**config.mk**
```make
export PLATFORM = sky130hd
export DESIGN_NAME = systolic_operand_feeder_flat
export DESIGN_NICKNAME = d
export VERILOG_FILES = /design/src/rtl/systolic_operand_feeder_pkg.sv /design/src/rtl/systolic_operand_feeder_if.sv /design/src/rtl/systolic_operand_feeder_skew_lane.sv /design/src/rtl/systolic_operand_feeder.sv /design/src/flat_wrapper.sv
export SDC_FILE = /design/constraint.sdc
export NUM_CORES = 1
export LEC_CHECK = 0
export BUFFER_PORTS_ARGS = -buffer_cell sky130_fd_sc_hd__buf_2
export CORE_ASPECT_RATIO = 0.6
export CORE_MARGIN = 2
export CORE_UTILIZATION = 45
export DETAILED_ROUTE_END_ITERATION = 8
export GPL_ROUTABILITY_DRIVEN = 0
export GPL_TIMING_DRIVEN = 0
export HOLD_SLACK_MARGIN = 0.02
export PLACE_DENSITY_LB_ADDON = 0.1
export SLEW_MARGIN = 10
export SYNTH_ARGS = -nofsm -noshare
export SYNTH_HDL_FRONTEND = slang
export SYNTH_SLANG_ARGS = --single-unit
```
**constraint.sdc**
```tcl
create_clock -name clk -period 2.6 [get_ports clk]
set_input_delay 0.65 -clock clk [delete_from_list [all_inputs] [get_ports clk]]
set_output_delay 0.65 -clock clk [all_outputs]
set_load 0.01 [all_outputs]
```
**src/rtl/systolic_operand_feeder_pkg.sv**
```systemverilog
// Shared definitions for the systolic operand feeder.
// Provides the default array geometry, the feeder state encoding, and a
// constant-evaluable ceiling-log2 used to size counters.
package systolic_pkg;

    localparam int N_DEFAULT      = 4;
    localparam int DATA_W_DEFAULT = 8;

    typedef enum logic [1:0] {
        LOAD   = 2'd0,
        FULL   = 2'd1,
        STREAM = 2'd2,
        DRAIN  = 2'd3
    } state_t;

    // Number of bits needed to encode values 0..value-1 (clog2(1) = 0).
    function automatic int clog2(input int value);
        int r;
        r = 0;
        for (int i = 0; i < 31; i++) begin
            if ((1 << i) < value) begin
                r = i + 1;
            end
        end
        return r;
    endfunction

endpackage

```
**src/rtl/systolic_operand_feeder_if.sv**
```systemverilog
// Operand feeder bus: load stream, pass control, and the skewed A/B lanes
// that enter the processing-element array.
//   ld_valid/ld_ready/ld_data : load stream into the operand buffer
//   start/busy/done/clr_accum : pass control and status
//   a_out/a_vld               : row lanes into the array's left edge
//   b_out/b_vld               : column lanes into the array's top edge
// Handshake: a load beat transfers on a rising clk edge where ld_valid and
// ld_ready are both high; ld_data must be stable while ld_valid is high, and
// ld_ready does not depend on ld_valid.
// The feeder uses the master modport; the load source / array side uses slave.
interface systolic_operand_feeder_if
    import systolic_pkg::*;
#(
    parameter int N      = N_DEFAULT,
    parameter int DATA_W = DATA_W_DEFAULT
);

    logic                  ld_valid;
    logic                  ld_ready;
    logic [DATA_W-1:0]     ld_data;
    logic                  start;
    logic                  busy;
    logic                  done;
    logic                  clr_accum;
    logic [N*DATA_W-1:0]   a_out;
    logic [N-1:0]          a_vld;
    logic [N*DATA_W-1:0]   b_out;
    logic [N-1:0]          b_vld;

    modport master (
        input  ld_valid, ld_data, start,
        output ld_ready, busy, done, clr_accum, a_out, a_vld, b_out, b_vld
    );

    modport slave (
        output ld_valid, ld_data, start,
        input  ld_ready, busy, done, clr_accum, a_out, a_vld, b_out, b_vld
    );

endinterface

```
**src/rtl/systolic_operand_feeder_skew_lane.sv**
```systemverilog
// One skewed operand lane.
// Takes one N-entry operand vector (a row of A or a column of B) and the lane
// index LANE; for the stream step t it registers element t-LANE with valid
// high when LANE <= t < LANE+N, and zero with valid low otherwise.
//   clk, reset_n : clock, synchronous active-low reset
//   vec          : N operands, element k at bits [k*DATA_W +: DATA_W]
//   en           : the next cycle is a stream cycle
//   t            : stream step that the next cycle represents
//   value, valid : registered lane output
module skew_lane
    import systolic_pkg::*;
#(
    parameter int N      = N_DEFAULT,
    parameter int DATA_W = DATA_W_DEFAULT,
    parameter int LANE   = 0,
    parameter int T_W    = clog2(2 * N)
) (
    input  logic                clk,
    input  logic                reset_n,
    input  logic [N*DATA_W-1:0] vec,
    input  logic                en,
    input  logic [T_W-1:0]      t,
    output logic [DATA_W-1:0]   value,
    output logic                valid
);

    logic [DATA_W-1:0] value_n;
    logic              valid_n;

    // Element k is presented at step LANE+k; all other steps output zero.
    always_comb begin
        value_n = '0;
        valid_n = 1'b0;
        if (en) begin
            for (int k = 0; k < N; k++) begin
                if (int'(t) == LANE + k) begin
                    value_n = vec[k*DATA_W +: DATA_W];
                    valid_n = 1'b1;
                end
            end
        end
    end

    always_ff @(posedge clk) begin
        if (!reset_n) begin
            value <= '0;
            valid <= 1'b0;
        end else begin
            value <= value_n;
            valid <= valid_n;
        end
    end

endmodule

```
**src/rtl/systolic_operand_feeder.sv**
```systemverilog
// Systolic operand feeder.
// Buffers one N x N A matrix and one N x N B matrix (row-major, A first) from
// the load stream, then on start drives diagonally skewed A operands into the
// row lanes and B operands into the column lanes for 2N-1 cycles, pulses
// clr_accum on the first stream cycle, waits N cycles for the array to drain
// and pulses done on the first cycle back in LOAD.
//   clk, reset_n : clock, synchronous active-low reset
//   bus          : feeder side of systolic_operand_feeder_if
//   state_dbg    : current FSM state
module systolic_operand_feeder
    import systolic_pkg::*;
#(
    parameter int N      = N_DEFAULT,
    parameter int DATA_W = DATA_W_DEFAULT
) (
    input  logic                         clk,
    input  logic                         reset_n,
    systolic_operand_feeder_if.master    bus,
    output state_t                       state_dbg
);

    localparam int NN         = N * N;
    localparam int LD_W       = clog2(2 * NN + 1);
    localparam int T_W        = clog2(2 * N);
    localparam int LD_LAST    = 2 * NN - 1;
    localparam int T_LAST     = 2 * N - 2;
    localparam int DRAIN_LAST = N - 1;

    state_t            state_q, state_n;
    logic [LD_W-1:0]   ld_cnt_q, ld_cnt_n;
    logic [T_W-1:0]    t_q, t_n;
    logic              done_q, done_n;
    logic              clr_q, clr_n;
    logic              lane_en;
    logic              ld_fire;

    logic [DATA_W-1:0] a_mem [NN];
    logic [DATA_W-1:0] b_mem [NN];

    assign ld_fire = bus.ld_valid && (state_q == LOAD);

    // Next-state and counter logic. t_n is the stream/drain step of the
    // coming cycle, which is what the lanes register.
    always_comb begin
        state_n  = state_q;
        ld_cnt_n = ld_cnt_q;
        t_n      = t_q;
        done_n   = 1'b0;
        clr_n    = 1'b0;
        lane_en  = 1'b0;
        case (state_q)
            LOAD: begin
                if (ld_fire) begin
                    if (ld_cnt_q == LD_W'(LD_LAST)) begin
                        state_n  = FULL;
                        ld_cnt_n = '0;
                    end else begin
                        ld_cnt_n = ld_cnt_q + LD_W'(1);
                    end
                end
            end
            FULL: begin
                if (bus.start) begin
                    state_n = STREAM;
                    t_n     = '0;
                    clr_n   = 1'b1;
                    lane_en = 1'b1;
                end
            end
            STREAM: begin
                if (t_q == T_W'(T_LAST)) begin
                    state_n = DRAIN;
                    t_n     = '0;
                end else begin
                    t_n     = t_q + T_W'(1);
                    lane_en = 1'b1;
                end
            end
            DRAIN: begin
                if (t_q == T_W'(DRAIN_LAST)) begin
                    state_n = LOAD;
                    t_n     = '0;
                    done_n  = 1'b1;
                end else begin
                    t_n = t_q + T_W'(1);
                end
            end
            default: begin
                state_n = LOAD;
            end
        endcase
    end

    always_ff @(posedge clk) begin
        if (!reset_n) begin
            state_q  <= LOAD;
            ld_cnt_q <= '0;
            t_q      <= '0;
            done_q   <= 1'b0;
            clr_q    <= 1'b0;
        end else begin
            state_q  <= state_n;
            ld_cnt_q <= ld_cnt_n;
            t_q      <= t_n;
            done_q   <= done_n;
            clr_q    <= clr_n;
        end
    end

    // Operand buffer; contents survive reset, only the counter is cleared.
    always_ff @(posedge clk) begin
        if (ld_fire) begin
            for (int k = 0; k < NN; k++) begin
                if (ld_cnt_q == LD_W'(k)) begin
                    a_mem[k] <= bus.ld_data;
                end
                if (ld_cnt_q == LD_W'(NN + k)) begin
                    b_mem[k] <= bus.ld_data;
                end
            end
        end
    end

    // Row i of A feeds row lane i; column j of B feeds column lane j.
    logic [N*DATA_W-1:0] a_row [N];
    logic [N*DATA_W-1:0] b_col [N];
    logic [DATA_W-1:0]   a_val [N];
    logic [DATA_W-1:0]   b_val [N];
    logic [N-1:0]        a_v;
    logic [N-1:0]        b_v;

    always_comb begin
        for (int i = 0; i < N; i++) begin
            a_row[i] = '0;
            b_col[i] = '0;
            for (int k = 0; k < N; k++) begin
                a_row[i][k*DATA_W +: DATA_W] = a_mem[i*N + k];
                b_col[i][k*DATA_W +: DATA_W] = b_mem[k*N + i];
            end
        end
    end

    for (genvar i = 0; i < N; i++) begin : g_lane
        skew_lane #(.N(N), .DATA_W(DATA_W), .LANE(i), .T_W(T_W)) u_a_lane (
            .clk     (clk),
            .reset_n (reset_n),
            .vec     (a_row[i]),
            .en      (lane_en),
            .t       (t_n),
            .value   (a_val[i]),
            .valid   (a_v[i])
        );
        skew_lane #(.N(N), .DATA_W(DATA_W), .LANE(i), .T_W(T_W)) u_b_lane (
            .clk     (clk),
            .reset_n (reset_n),
            .vec     (b_col[i]),
            .en      (lane_en),
            .t       (t_n),
            .value   (b_val[i]),
            .valid   (b_v[i])
        );
    end

    logic [N*DATA_W-1:0] a_out_w;
    logic [N*DATA_W-1:0] b_out_w;

    always_comb begin
        a_out_w = '0;
        b_out_w = '0;
        for (int i = 0; i < N; i++) begin
            a_out_w[i*DATA_W +: DATA_W] = a_val[i];
            b_out_w[i*DATA_W +: DATA_W] = b_val[i];
        end
    end

    assign bus.a_out     = a_out_w;
    assign bus.b_out     = b_out_w;
    assign bus.a_vld     = a_v;
    assign bus.b_vld     = b_v;
    assign bus.ld_ready  = (state_q == LOAD);
    assign bus.busy      = (state_q == STREAM) || (state_q == DRAIN);
    assign bus.done      = done_q;
    assign bus.clr_accum = clr_q;
    assign state_dbg     = state_q;

endmodule
```
**src/flat_wrapper.sv**
```systemverilog
// flat-port wrapper written by rule: the top's interface ports become plain ports
module systolic_operand_feeder_flat import systolic_pkg::*;
#(
    parameter int N      = N_DEFAULT,
    parameter int DATA_W = DATA_W_DEFAULT
)
  (clk, reset_n, state_dbg, bus_ld_valid, bus_ld_data, bus_start, bus_ld_ready, bus_busy, bus_done, bus_clr_accum, bus_a_out, bus_a_vld, bus_b_out, bus_b_vld);
  systolic_operand_feeder_if #(.N(N), .DATA_W(DATA_W)) bus_i ();
  input  logic clk;
  input  logic reset_n;
  output state_t state_dbg;
  input wire logic [$bits(bus_i.ld_valid)-1:0] bus_ld_valid;
  input wire logic [$bits(bus_i.ld_data)-1:0] bus_ld_data;
  input wire logic [$bits(bus_i.start)-1:0] bus_start;
  output wire logic [$bits(bus_i.ld_ready)-1:0] bus_ld_ready;
  output wire logic [$bits(bus_i.busy)-1:0] bus_busy;
  output wire logic [$bits(bus_i.done)-1:0] bus_done;
  output wire logic [$bits(bus_i.clr_accum)-1:0] bus_clr_accum;
  output wire logic [$bits(bus_i.a_out)-1:0] bus_a_out;
  output wire logic [$bits(bus_i.a_vld)-1:0] bus_a_vld;
  output wire logic [$bits(bus_i.b_out)-1:0] bus_b_out;
  output wire logic [$bits(bus_i.b_vld)-1:0] bus_b_vld;
  assign bus_i.ld_valid = bus_ld_valid;
  assign bus_i.ld_data = bus_ld_data;
  assign bus_i.start = bus_start;
  assign bus_ld_ready = bus_i.ld_ready;
  assign bus_busy = bus_i.busy;
  assign bus_done = bus_i.done;
  assign bus_clr_accum = bus_i.clr_accum;
  assign bus_a_out = bus_i.a_out;
  assign bus_a_vld = bus_i.a_vld;
  assign bus_b_out = bus_i.b_out;
  assign bus_b_vld = bus_i.b_vld;
  systolic_operand_feeder #(.N(N), .DATA_W(DATA_W)) u_core (.clk(clk), .reset_n(reset_n), .bus(bus_i), .state_dbg(state_dbg));
endmodule
```
Word level (Yosys, flattened, before mapping). Memories as Yosys holds them, arrays and structs flattened. Index checks and enable logic that the tools add are counted.

Muxes and demuxes: 249. Reductions and logical operators: 40. Add/sub/neg operators: 2. Equal/unequal tests: 47.

Operators by type and width (number): $mux W8 (62); $reduce_or A8 Y1 (30); $mux W1 (145); $mux W4 (30); $eq A6 B5 Y1 const B (16); $eq A6 B4 Y1 const B (8); $eq A6 B3 Y1 const B (4); $eq A3 B3 Y1 const B (5); $eq A6 B2 Y1 const B (2); $mux W2 (5); $eq A3 B2 Y1 const B (3); $mux W3 (3); $pmux W3 S3 (1); $ne A2 B1 Y1 const B (4); $pmux W2 S4 (1); $reduce_and A2 Y1 (4); $add A6 B1 Y6 const B (1); $eq A6 B1 Y1 const B (1); $logic_not A6 Y1 (1); $mux W6 (1); $reduce_and A5 Y1 (1); $eq A2 B2 Y1 const B (2); $add A3 B1 Y3 const B (1); $logic_not A3 Y1 (1); other kinds (6) (6).

Word-level logic and storage cells: 357. Input bits: 12. Bits in writable memories: 256. Output and inout port bits: 78. Memories kept: 2. Bits in registers: 81.

Memory list: u_core.a_mem (words 16, bits a word 8, read ports 16, clocked after Yosys merged registers in 0, write ports 1, RTL line systolic_operand_feeder.sv:37) `logic [DATA_W-1:0] a_mem [NN];`; u_core.b_mem (words 16, bits a word 8, read ports 16, clocked after Yosys merged registers in 0, write ports 1, RTL line systolic_operand_feeder.sv:38) `logic [DATA_W-1:0] b_mem [NN];`.

Depth between registers and ports, before layout. Gate-level depths: netlist of the first run.

Word-level depth: 20. Depth in mapped cells: 11. Mapped depth without buffers: 8.

Hierarchy. Synthesis of the first run repeated with hierarchy kept, for this count alone.

Cell total of the unflattened synthesis: 784. Area total of the unflattened synthesis: 12849.8 µm².

By module, submodules not included: systolic_operand_feeder (cells each 388, seq. area each 7947.6 µm², area an instance 8655.8 µm², instances 1); skew_lane at u_core.g_lane[0].u_a_lane ... (cells each 48, seq. area each 180.2 µm², area an instance 584.3 µm², instances 2); skew_lane at u_core.g_lane[3].u_a_lane ... (cells each 64, seq. area each 180.2 µm², area an instance 575.6 µm², instances 2); skew_lane at u_core.g_lane[1].u_a_lane ... (cells each 47, seq. area each 180.2 µm², area an instance 470.5 µm², instances 2); skew_lane at u_core.g_lane[2].u_a_lane ... (cells each 39, seq. area each 180.2 µm², area an instance 466.7 µm², instances 2).

Worst setup path before layout of the first run. Ideal clock, no wire load.

Path type: reg-to-reg. Start: reg u_core.state_q[0], in the netlist u_core.state_dbg[0]. End: mem u_core.b_mem[2][0] (netlist name), enable pin. Arrival time: 2.193 ns. Period minus slack after synthesis: 2.576 ns. Setup slack: 0.024 ns. Buffers on the path: 2. Required time: 2.217 ns. Cell stages (with the launch flop): 10. Library setup time: 0.383 ns. Cells stage by stage: dfxtp_1 inv_1 ha_1 buf_2 buf_4 nand2_1 nor2_1 and2_1 nand2_1 nor3_1.

Word-level cells in the longest chain between the ends: 20. Elaborated cells on any way between the ends: 79. Classes of those cells: mux: 62; reduce/logical: 17.

RTL lines: start: declaration (RTL line systolic_operand_feeder.sv:29) `state_t state_q, state_n;`; start signal: assignment (RTL line systolic_operand_feeder.sv:102) `state_q <= state_n;`; $logic_not A2 Y1 (*); named net bus_ld_ready (RTL line flat_wrapper.sv:15) `output wire logic [$bits(bus_i.ld_ready)-1:0] bus_ld_ready;`; $logic_and A1 B1 Y1 (*) (RTL line systolic_operand_feeder.sv:40) `assign ld_fire = bus.ld_valid && (state_q == LOAD);`; $mux W1 (RTL line systolic_operand_feeder.sv:112) `if (ld_fire) begin`; $mux W1 (not written as such) (RTL line systolic_operand_feeder.sv:118) `b_mem[k] <= bus.ld_data;`; $reduce_or A8 Y1 (no source line); $mux W4 (no source line) or $mux W1 (tied branches) (15 in a row); end: declaration (RTL line systolic_operand_feeder.sv:38).

Mark *: on every way through the listed nets, which the timed path passes. The rest lies on a longest branch.

Worst setup path after layout of the first run.
Start: reg u_core.state_q[1], in the netlist u_core.state_dbg[1]. End: reg u_core.g_lane[0].u_b_lane.value[6].

Word-level cells in the longest chain between the ends: 7. Elaborated cells on any way between the ends: 14. Classes of those cells: eq/ne: 6; mux: 6; reduce/logical: 2.

RTL lines: $eq A2 B2 Y1 or $eq A2 B1 Y1 (tied branches) (RTL line systolic_operand_feeder.sv:51) `case (state_q)`; $pmux W3 S3 (RTL line systolic_operand_feeder.sv:51); $logic_not A3 Y1 (RTL line systolic_operand_feeder_skew_lane.sv:36) `if (int'(t) == LANE + k) begin`; $mux W8 (4 in a row) (RTL line systolic_operand_feeder_skew_lane.sv:36); end signal: assignment (RTL line systolic_operand_feeder_skew_lane.sv:49) `value <= value_n;`; end: declaration (RTL line systolic_operand_feeder_skew_lane.sv:23) `output logic [DATA_W-1:0] value,`.

Several ways; a longest one is shown, not always the timed one. A chain may end at the register's enable or synchronous reset.

==> results of run 1 <==
-- routing by layer --
metal	global-route usage	up-vias
met5	0	-
met4	0.0409	0
met3	0.0381	39
met2	0.325	334
met1	0.365	4235
li1	-	3777
-- final timing paths --
kind,start,endpoint,slack [ps],depth (start not counted)
setup / recovery,u_core.state_dbg[1],u_core.g_lane[0].u_b_lane.value[6],90,10
hold / removal,bus_start,u_core.bus.clr_accum,420,2
setup reg to reg,u_core.state_dbg[1],u_core.g_lane[0].u_b_lane.value[6],90,10
hold reg to reg,u_core.state_dbg[1],u_core.state_dbg[1],520,2
-- timing repair --
item | in CTS | in global routing
pin swaps | 16 | 5
gates resized for setup | 105 | 33
setup endpoints to repair | 308 | 318
setup buffers | 24 | 11
cloned | 0 | 1
-- critical path: cells and delay by family (launching register included) --
family	cells	cell delay [ps]
AO/OA/AOI/OAI	1	320
adder cells (fa/ha/maj)	1	200
buffers and inverters	5	800
flip-flops	1	380
AND/OR/NAND/NOR	3	680
-- report_power, final --
part	switching, mW	internal (mW)	total (mW)
Clock	1.96	2.86	4.82
Sequential	0.00772	5.81	5.81
Combinational	0.136	0.0315	0.167
-- cells in the final DEF, fill, tap and decap left out, types with 16 or more instances in the layout --
master	n
clkbuf_2	16
a21o_1	32
nor2_1	26
edfxtp_1	256
a21oi_1	20
dfxtp_1	77
buf_4	50
nand3_1	54
and3_1	19
nor3_1	33
o31ai_1	33
o21ai_0	67
clkbuf_16	32
buf_2	97
a221oi_1	16
-- cells by family (layout without fill, tap and decap cells) --
kind of cell	Yosys count	after routing	share of synthesized area
buffers and inverters	75	255	0.0294
AND/OR/NAND/NOR	221	221	0.0888
adder cells (fa/ha/maj)	12	12	0.0117
AO/OA/AOI/OAI	244	244	0.142
XOR/XNOR	4	4	0.00273
flip-flops	337	337	0.726
-- registers in the layout, indices dropped and copies added, names as in the netlist --
name                          flops
u_core.a_mem                    128
u_core.t_q                        3
u_core.ld_cnt_q                   6
u_core.b_mem                    128
u_core.g_lane.u_a_lane.valid      4
u_core.state_dbg                  2
u_core.g_lane.u_a_lane.value     32
u_core.bus.done                   1
u_core.g_lane.u_b_lane.value     32
u_core.bus.clr_accum              1
-- layout make-up --
| class | count | area [um2] | area share |
|---|---|---|---|
| Multi-Input combinational cell | 481 | 3480 | 0.223 |
| Inverter | 8 | 30.0 | 0.00193 |
| Clock buffer | 43 | 922 | 0.0592 |
| Timing Repair Buffer | 126 | 771 | 0.0495 |
| Sequential cell | 337 | 9320 | 0.598 |
| Clock inverter | 13 | 168 | 0.0108 |
| Buffer | 65 | 433 | 0.0278 |
| Tap cell | 367 | 459 | 0.0295 |
-- metrics by stage --
step                      setup WS [ps]  instance area [um2]  power, mW  utilization
final                              86.3                15600       10.8        0.560
after global routing              -38.9                15600       11.1        0.560
after floorplan                    23.8                12800       5.98            -
after CTS                          1.51                15400       10.9        0.554
after global placement             -853                13700       6.09        0.494
after detailed placement           -657                13800       6.09        0.494
==> impl_metrics.csv, run 1 <==
group,metric,value,unit
run_status,status,"complete, no violations",
worst_setup_path,cp_slowest_cell,"dfxtp_2",
grt,grt-ovfl-total,0,
synthesis,synth_nets,917,
synthesis,synth_top_area_frac,0.599,
grt,grt_pass1_wl,50300,um
grt,antenna_found_initial,0,
power,powerDensity,693,nW/um2
synthesis,syn_area,12800,um2
clock_network,cts_hold_buf,0,
hold_path,hp-class,"input port to flip-flop",
worst_setup_path,setup.worst_path.start_class,"flip-flop",
grt,grt_max_degree,33,
synthesis,synth_top_area_cell,"edfxtp_1",
sta,whs,417,ps
floorplan,die_area,29900,um2
route,drc,0,
place,dp_cells,1350,
layout,fill_cells,2289,
layout,nets,1073,
clock_network,clock_latency,570,ps
worst_setup_path,cp_cell_sequence,"inv_1 > ha_2 > buf_6 > buf_6 > o21a_2 > nor2_2 > buf_6 > buf_6 > nor3_1 > nor4_2",
floorplan,die_w,222,um
sta,slew_viol_final,0,
worst_setup_path,path_common_cell,"buf_6",
sta,fin_skew,9.84,ps
layout,fin_cells,1440,
worst_setup_path,cp-end-kind,"flip-flop",
floorplan,coreArea,27800,um2
route,highest_layer,"met4",
worst_setup_path,max_stage_delay,380,ps
floorplan,die_y,135,um
clock_network,cts_buffers,30,
synthesis,yosys_register_bits,337,
route,met2_length,14200,um
route,wl,34000,um
synthesis,synth_top_flop_cell,"edfxtp_1",
sta,hold_viol_final,0,
worst_setup_path,path_max_fanout,10,
power,power_leakage,5.30,nW
clock_network,cts.sink_count,337,
synthesis,netlist_instances,893,
sta,slew_headroom,0.419,
synthesis,seq_area_frac_synth,0.726,
worst_setup_path,path_class,"flip-flop to flip-flop",
grt,grt_pass1_vias,7945,
worst_setup_path,arrival,2960,ps
clock_network,cts_tree,"built",
flow_run,maxCapViolCount,0,
route,vias_per_cell,5.82,
place,place_hpwl,21000,um
clock_network,cts.path.max_buffers,3,
synthesis,ys_async_sr_fraction,0,
layout,n_antenna_cell,0,
route,ant_nets,0,
route,vias,8385,
synthesis,syn_area_per_cell,14.4,um2
sta,max_freq,398,MHz
sta,setup_tns,0,ps
sta,setup_viol,0,
layout,layout-drive-gt1-share,0.301,
clock_network,h-tree-depth,1,
sta,period_share,0.967,
synthesis,synthDistinctLibCells,51,
floorplan,num_rows,47,
sta,worstMarginPinSlew,871,ps
clock_network,cts_root_buffer,"clkbuf_16",
floorplan,boundaryPins,90,
layout,syn_to_final_growth,21.5,%
clock_network,clk_pin_slew,70,ps
route,wl_met1,16800,um
synthesis,synth_area_leaders,"edfxtp_1 60%, dfxtp_1 13%, o21ai_0 2.6%",
route,wl_per_cell,23.6,um
worst_setup_path,worstPathRequired,3040,ps
synthesis,ys.warnings.count,0,
synthesis,synth_edf_count,256,
power,vdd_drop_max,427,uV
floorplan,start_util,0.461,
synthesis,yosysMostFrequentCell,"edfxtp_1",
grt,grtUsageTotal,0.227,
route,drt_iter0_markers,835,
route,drt_pre_antenna_iters,5,
synthesis,synth_common_cells,"256 x edfxtp_1, 81 x dfxtp_1, 67 x o21ai_0",
route,wl_met3,2510,um
sta,fin_crit,2510,ps
place,port_buffers,89,
No activity file was read; power rests on OpenSTA's default activity.
==> run 2: changes to the inputs <==
- clock period: 2.6 -> 3.2 ns (I/O delays scaled with it)
==> impl_metrics.csv, run 2 (synthesis results as in run 1) <==
group,metric,value,unit
floorplan,coreArea,27800,um2
power,switching_share,0.196,
grt,grt_pass1_vias,7777,
floorplan,num_rows,47,
run_status,status,"complete, no violations",
power,vdd_drop_max,349,uV
route,drt_pre_antenna_iters,4,
clock_network,cts_tree,"built",
layout,finalInstanceArea,14900,um2
power,powerDensity,590,nW/um2
layout,mostFrequentLayoutCells,"256 x edfxtp_1, 102 x buf_2, 81 x dfxtp_1, 67 x o21ai_0, 55 x nand3_1",
sta,slew_viol_final,0,
sta,rsz0062_at_grt,"false",
route,ant_nets,0,
sta,period_share,0.953,
route,vias_per_cell,5.76,
power,p_sw,1.72,mW
worst_setup_path,path_max_fanout,10,
layout,layout-drive-gt1-share,0.214,
hold_path,hp-class,"flip-flop to flip-flop",
grt,grtUsageTotal,0.223,
power,p_clk_frac,0.447,
clock_network,cts.path.max_buffers,3,
floorplan,boundaryPins,90,
clock_network,clk_pin_slew,70,ps
clock_network,cts.sink_count,337,
place,place_hpwl,21000,um
place,port_buffers,89,
sta,hold_viol_final,0,
worst_setup_path,path_class,"flip-flop to flip-flop",
worst_setup_path,crit_start,"u_core.state_dbg[1]",
layout,syn_to_final_growth,16.0,%
route,drc,0,
grt,grt_max_degree,33,
power,combPwrFrac,0.015,
sta,fin_crit,3050,ps
grt,grt_pass1_wl,49300,um
grt,antenna_found_initial,0,
clock_network,h-tree-depth,1,
clock_network,cts_buffers,30,
sta,max_freq,328,MHz
power,power_leakage,5.02,nW
floorplan,die_y,135,um
flow_run,maxCapViolCount,0,
worst_setup_path,arrival,3240,ps
layout,fill_cells,2356,
power,p_seq_frac,0.538,
floorplan,die_w,222,um
route,wl,33200,um
route,vias,8096,
worst_setup_path,setup.worst_path.start_class,"flip-flop",
layout,n_antenna_cell,0,
clock_network,cts_root_buffer,"clkbuf_16",
clock_network,clock_latency,570,ps
power,p_int,7.06,mW
floorplan,die_area,29900,um2
place,place_area,13800,um2
route,wl_per_cell,23.6,um
layout,top_regs,"u_core.a_mem x128, u_core.b_mem x128",
layout,nets,1039,
sta,fin_skew,9.89,ps
clock_network,post_cts_buffers,0,
worst_setup_path,rr_startpoint,"u_core.state_dbg[1]",
worst_setup_path,worstPathRequired,3390,ps
hold_path,hold_start,"u_core.b_mem[14][4]",
sta,worstMarginPinSlew,917,ps
sta,whs,539,ps
sta,slew_headroom,0.386,
floorplan,start_util,0.461,
sta,setup_viol,0,
grt,grt-ovfl-total,0,
route,drt_iter0_markers,814,
worst_setup_path,cp-end-kind,"flip-flop",
layout,final_common_cell,"edfxtp_1",
[run 2: critical path, cell delays in order (launching register included)]
cell,delay [ps]
dfxtp_1,370
inv_1,100
ha_1,190
buf_2,230
buf_4,230
nand2_1,180
nor2_1,170
and2_1,280
nand2_1,170
nor2_1,740
[run 2: area by class of cell]
type,count,area [um2],share of cell area
well taps,367,459,0.0309
repair buffers,90,453,0.0304
clock buffers,43,922,0.0620
clock inverters,13,168,0.0113
multi-input cells,481,3190,0.214
inverters,8,30.0,0.00202
plain buffers,67,350,0.0235
flip-flops and latches,337,9310,0.626
[run 2: what timing repair did]
action,in CTS,in global routing
setup endpoints to repair,16,29
pin swaps,0,0
hold buffers,0,0
resized for setup,2,12
[run 2: worst paths after layout]
check | end | slack [ps] | cells after the start
setup / recovery | u_core.b_mem[13][1] | 150 | 9
setup reg to reg | u_core.b_mem[13][1] | 150 | 9
hold reg to reg | u_core.g_lane[2].u_b_lane.value[4] | 540 | 2
hold / removal | u_core.g_lane[2].u_b_lane.value[4] | 540 | 2
[run 2: power by group through the flow]
| stage | Clock [mW] | Sequential, mW | Combinational (mW) |
|---|---|---|---|
| 2_1_floorplan | 0 | 4.82 | 0.0355 |
| 3_3_place_gp | 0 | 4.82 | 0.128 |
| 3_5_place_dp | 0 | 4.82 | 0.130 |
| 4_1_cts | 3.97 | 4.72 | 0.131 |
| 5_1_grt | 4.14 | 4.72 | 0.142 |
| 6_report | 3.92 | 4.72 | 0.130 |
[run 2: metrics by stage]
step | cells | power [mW] | utilization | setup TNS (ps) | worst slack (ps)
3_5_place_dp | 1350 | 4.95 | 0.494 | -594 | -56.7
3_3_place_gp | 1349 | 4.95 | 0.494 | -3160 | -253
6_report | 1406 | 8.78 | 0.535 | 0 | 150
2_1_floorplan | 893 | 4.85 | - | 0 | 624
5_1_grt | 1406 | 9.01 | 0.535 | 0 | 1.08
4_1_cts | 1406 | 8.82 | 0.534 | 0 | 96.1
[run 2: layer usage]
layer | GRT usage | vias to the layer above | part of all wire
met5 | 0 | - | 0
met4 | 0.0402 | 0 | 0.016
met3 | 0.0416 | 41 | 0.072
met2 | 0.316 | 282 | 0.41
met1 | 0.357 | 4065 | 0.50
li1 | - | 3708 | -
==> run 3: changes to the inputs <==
- CTS_BUF_LIST: not set -> sky130_fd_sc_hd__clkbuf_2 sky130_fd_sc_hd__clkbuf_4 sky130_fd_sc_hd__clkbuf_8
- SYNTH_HIERARCHICAL: not set -> 1
==> impl_metrics.csv, run 3 <==
group,metric,value,unit
route,wl_per_cell,20.8,um
clock_network,cts.path.max_buffers,3,
synthesis,yosysMostFrequentCell,"edfxtp_1",
synthesis,synth_top_area_frac,0.598,
route,drc,0,
layout,final_common_cell,"edfxtp_1",
worst_setup_path,path_class,"flip-flop to flip-flop",
sta,hold_viol_final,0,
synthesis,ys.warnings.count,6,
hold_path,hp-class,"flip-flop to flip-flop",
clock_network,post_cts_buffers,0,
synthesis,synthDistinctLibCells,55,
place,place_hpwl,17100,um
grt,use_met3,0.0422,
power,power_leakage,5.22,nW
floorplan,die_w,222,um
floorplan,coreArea,27800,um2
grt,antenna_found_initial,1,
sta,max_freq,344,MHz
synthesis,synth.area.mux_share,0.0579,
synthesis,synth_edf_count,256,
grt,grt_max_degree,33,
power,vdd_drop_max,391,uV
route,drt_iter0_markers,475,
synthesis,synth_compound_area_frac,0.0707,
floorplan,die_area,30000,um2
floorplan,die_y,135,um
grt,grt_pass1_wl,42200,um
sta,slew_headroom,0.403,
sta,setup_viol,0,
floorplan,num_rows,47,
synthesis,synth_top_family_by_area,"simple AND/OR/NAND/NOR gates",
clock_network,clock_latency,580,ps
sta,fin_crit,2910,ps
grt,grt_pass1_vias,7226,
power,powerDensity,570,nW/um2
layout,syn_to_final_growth,15.7,%
layout,mostFrequentLayoutCells,"256 x edfxtp_1, 98 x buf_2, 85 x dfxtp_1, 61 x clkbuf_8, 56 x nor2_1",
synthesis,syn_area_per_cell,16.4,um2
route,drt_pre_antenna_iters,5,
floorplan,boundaryPins,90,
clock_network,h-tree-depth,2,
synthesis,yosys_register_bits,341,
synthesis,seq_area_frac_synth,0.731,
layout,layout-drive-gt1-share,0.303,
clock_network,cts_root_buffer,"clkbuf_8",
clock_network,cts_tree,"built",
synthesis,synth_adder_area_share,0.0127,
synthesis,netlist_instances,784,
synthesis,synth_top_flop_cell,"edfxtp_1",
sta,rsz0062_at_grt,"false",
synthesis,ys_async_sr_fraction,0,
flow_run,maxCapViolCount,0,
floorplan,start_util,0.462,
route,vias_per_cell,5.36,
place,dp_slack,-166,ps
synthesis,synth_top_area_cell,"edfxtp_1",
sta,period_share,0.908,
place,place_area,13800,um2
worst_setup_path,setup.worst_path.start_class,"flip-flop",
sta,fin_skew,13.0,ps
place,port_buffers,89,
synthesis,synth_area_leaders,"edfxtp_1 60%, dfxtp_1 13%, mux2i_1 3.7%",
layout,finalInstanceArea,14900,um2
synthesis,synth_common_cells,"256 x edfxtp_1, 85 x dfxtp_1, 56 x nor2_1",
clock_network,clk_pin_slew,60,ps
clock_network,cts_buffers,49,
synthesis,syn_area,12800,um2
layout,nets,951,
clock_network,cts.sink_count,341,
grt,grtUsageTotal,0.188,
grt,grt-busiest-layer,"met2",
synthesis,synth_nets,809,
run_status,status,"complete, no violations",
route,vias,7159,
synthesis,synth_xor_area_frac,0.00682,
synthesis,synthSimpleGateAreaFrac,0.0924,
grt,grt_use_met1,0.264,
layout,top_regs,"u_core/a_mem x128, u_core/b_mem x128",
grt,grt-ovfl-total,0,
route,ant_nets,0,
sta,final.setup.worst_slack,294,ps
route,wl,27800,um
worst_setup_path,cp-end-kind,"flip-flop",
sta,slew_viol_final,0,
sta,worstMarginPinSlew,892,ps
worst_setup_path,worstPathRequired,3400,ps
grt,use_met2,0.295,
worst_setup_path,arrival,3110,ps
worst_setup_path,path_max_fanout,8,
run 3: worst paths after layout:
path,from,endpoint,slack [ps],cells after the start
worst max-delay path,u_core/state_dbg[1],u_core/b_mem[4][1],290,6
worst min-delay path,u_core/ld_cnt_q[1],u_core/ld_cnt_q[1],520,2
worst max register to register,u_core/state_dbg[1],u_core/b_mem[4][1],290,6
worst min register to register,u_core/ld_cnt_q[1],u_core/ld_cnt_q[1],520,2
run 3: logic make-up (layout without fill, tap and decap cells):
| logic type | Yosys count | after routing |
|---|---|---|
| adders and majority gates | 13 | 13 |
| muxes | 66 | 66 |
| other | 0 | 2 |
| AOI/OAI and AO/OA | 125 | 125 |
| and+or+nand+nor | 182 | 182 |
| xor gates and xnor gates | 10 | 10 |
| buffers and inverters | 47 | 230 |
| DFF | 341 | 341 |
run 3: timing repair:
action                     4_1_cts  5_1_grt
hold buffers                     0        0
setup endpoints to repair        3        0
resized for setup                1        0
run 3: metrics by stage:
| stage | utilization | setup TNS [ps] | hold WS [ps] | power [mW] | std cells |
|---|---|---|---|---|---|
| after floorplan | - | 0 | 479 | 4.92 | 784 |
| after global placement | 0.494 | -103430 | 499 | 5.01 | 1240 |
| after detailed placement | 0.497 | -1870 | 517 | 5.01 | 1242 |
| after CTS | 0.534 | 0 | 463 | 8.59 | 1334 |
| after global routing | 0.534 | 0 | 499 | 8.79 | 1334 |
| final | 0.534 | 0 | 520 | 8.47 | 1336 |
run 3: metal layers:
layer / share of wire / wire length [um] / vias up
met5: 0 / 0 / -
met4: 0.019 / 522 / 0
met3: 0.055 / 1530 / 50
met2: 0.45 / 12600 / 207
met1: 0.47 / 13100 / 3598
li1: - / - / 3304
run 3: critical path, stage by stage, from the launching register on:
cell and delay, ps:
dfxtp_1 360, inv_1 130, ha_1 340, nand2_1 210, nor3b_1 490, nand2_1 270
nor2_1 730
run 3: cell type report:
cell class | count | area [um2]
fill | 2258 | 12900
sequential | 341 | 9390
multi-input combinational | 396 | 3110
clock buffer | 73 | 930
timing repair buffer | 91 | 480
tap | 367 | 459
buffer | 35 | 325
clock inverter | 19 | 118
inverter | 12 | 45.0
antenna | 2 | 5.00
run 3: report_power, final:
group	internal [mW]	switching [mW]
sequential	4.77	0.00781
combinational	0.0288	0.107
clock	1.95	1.61
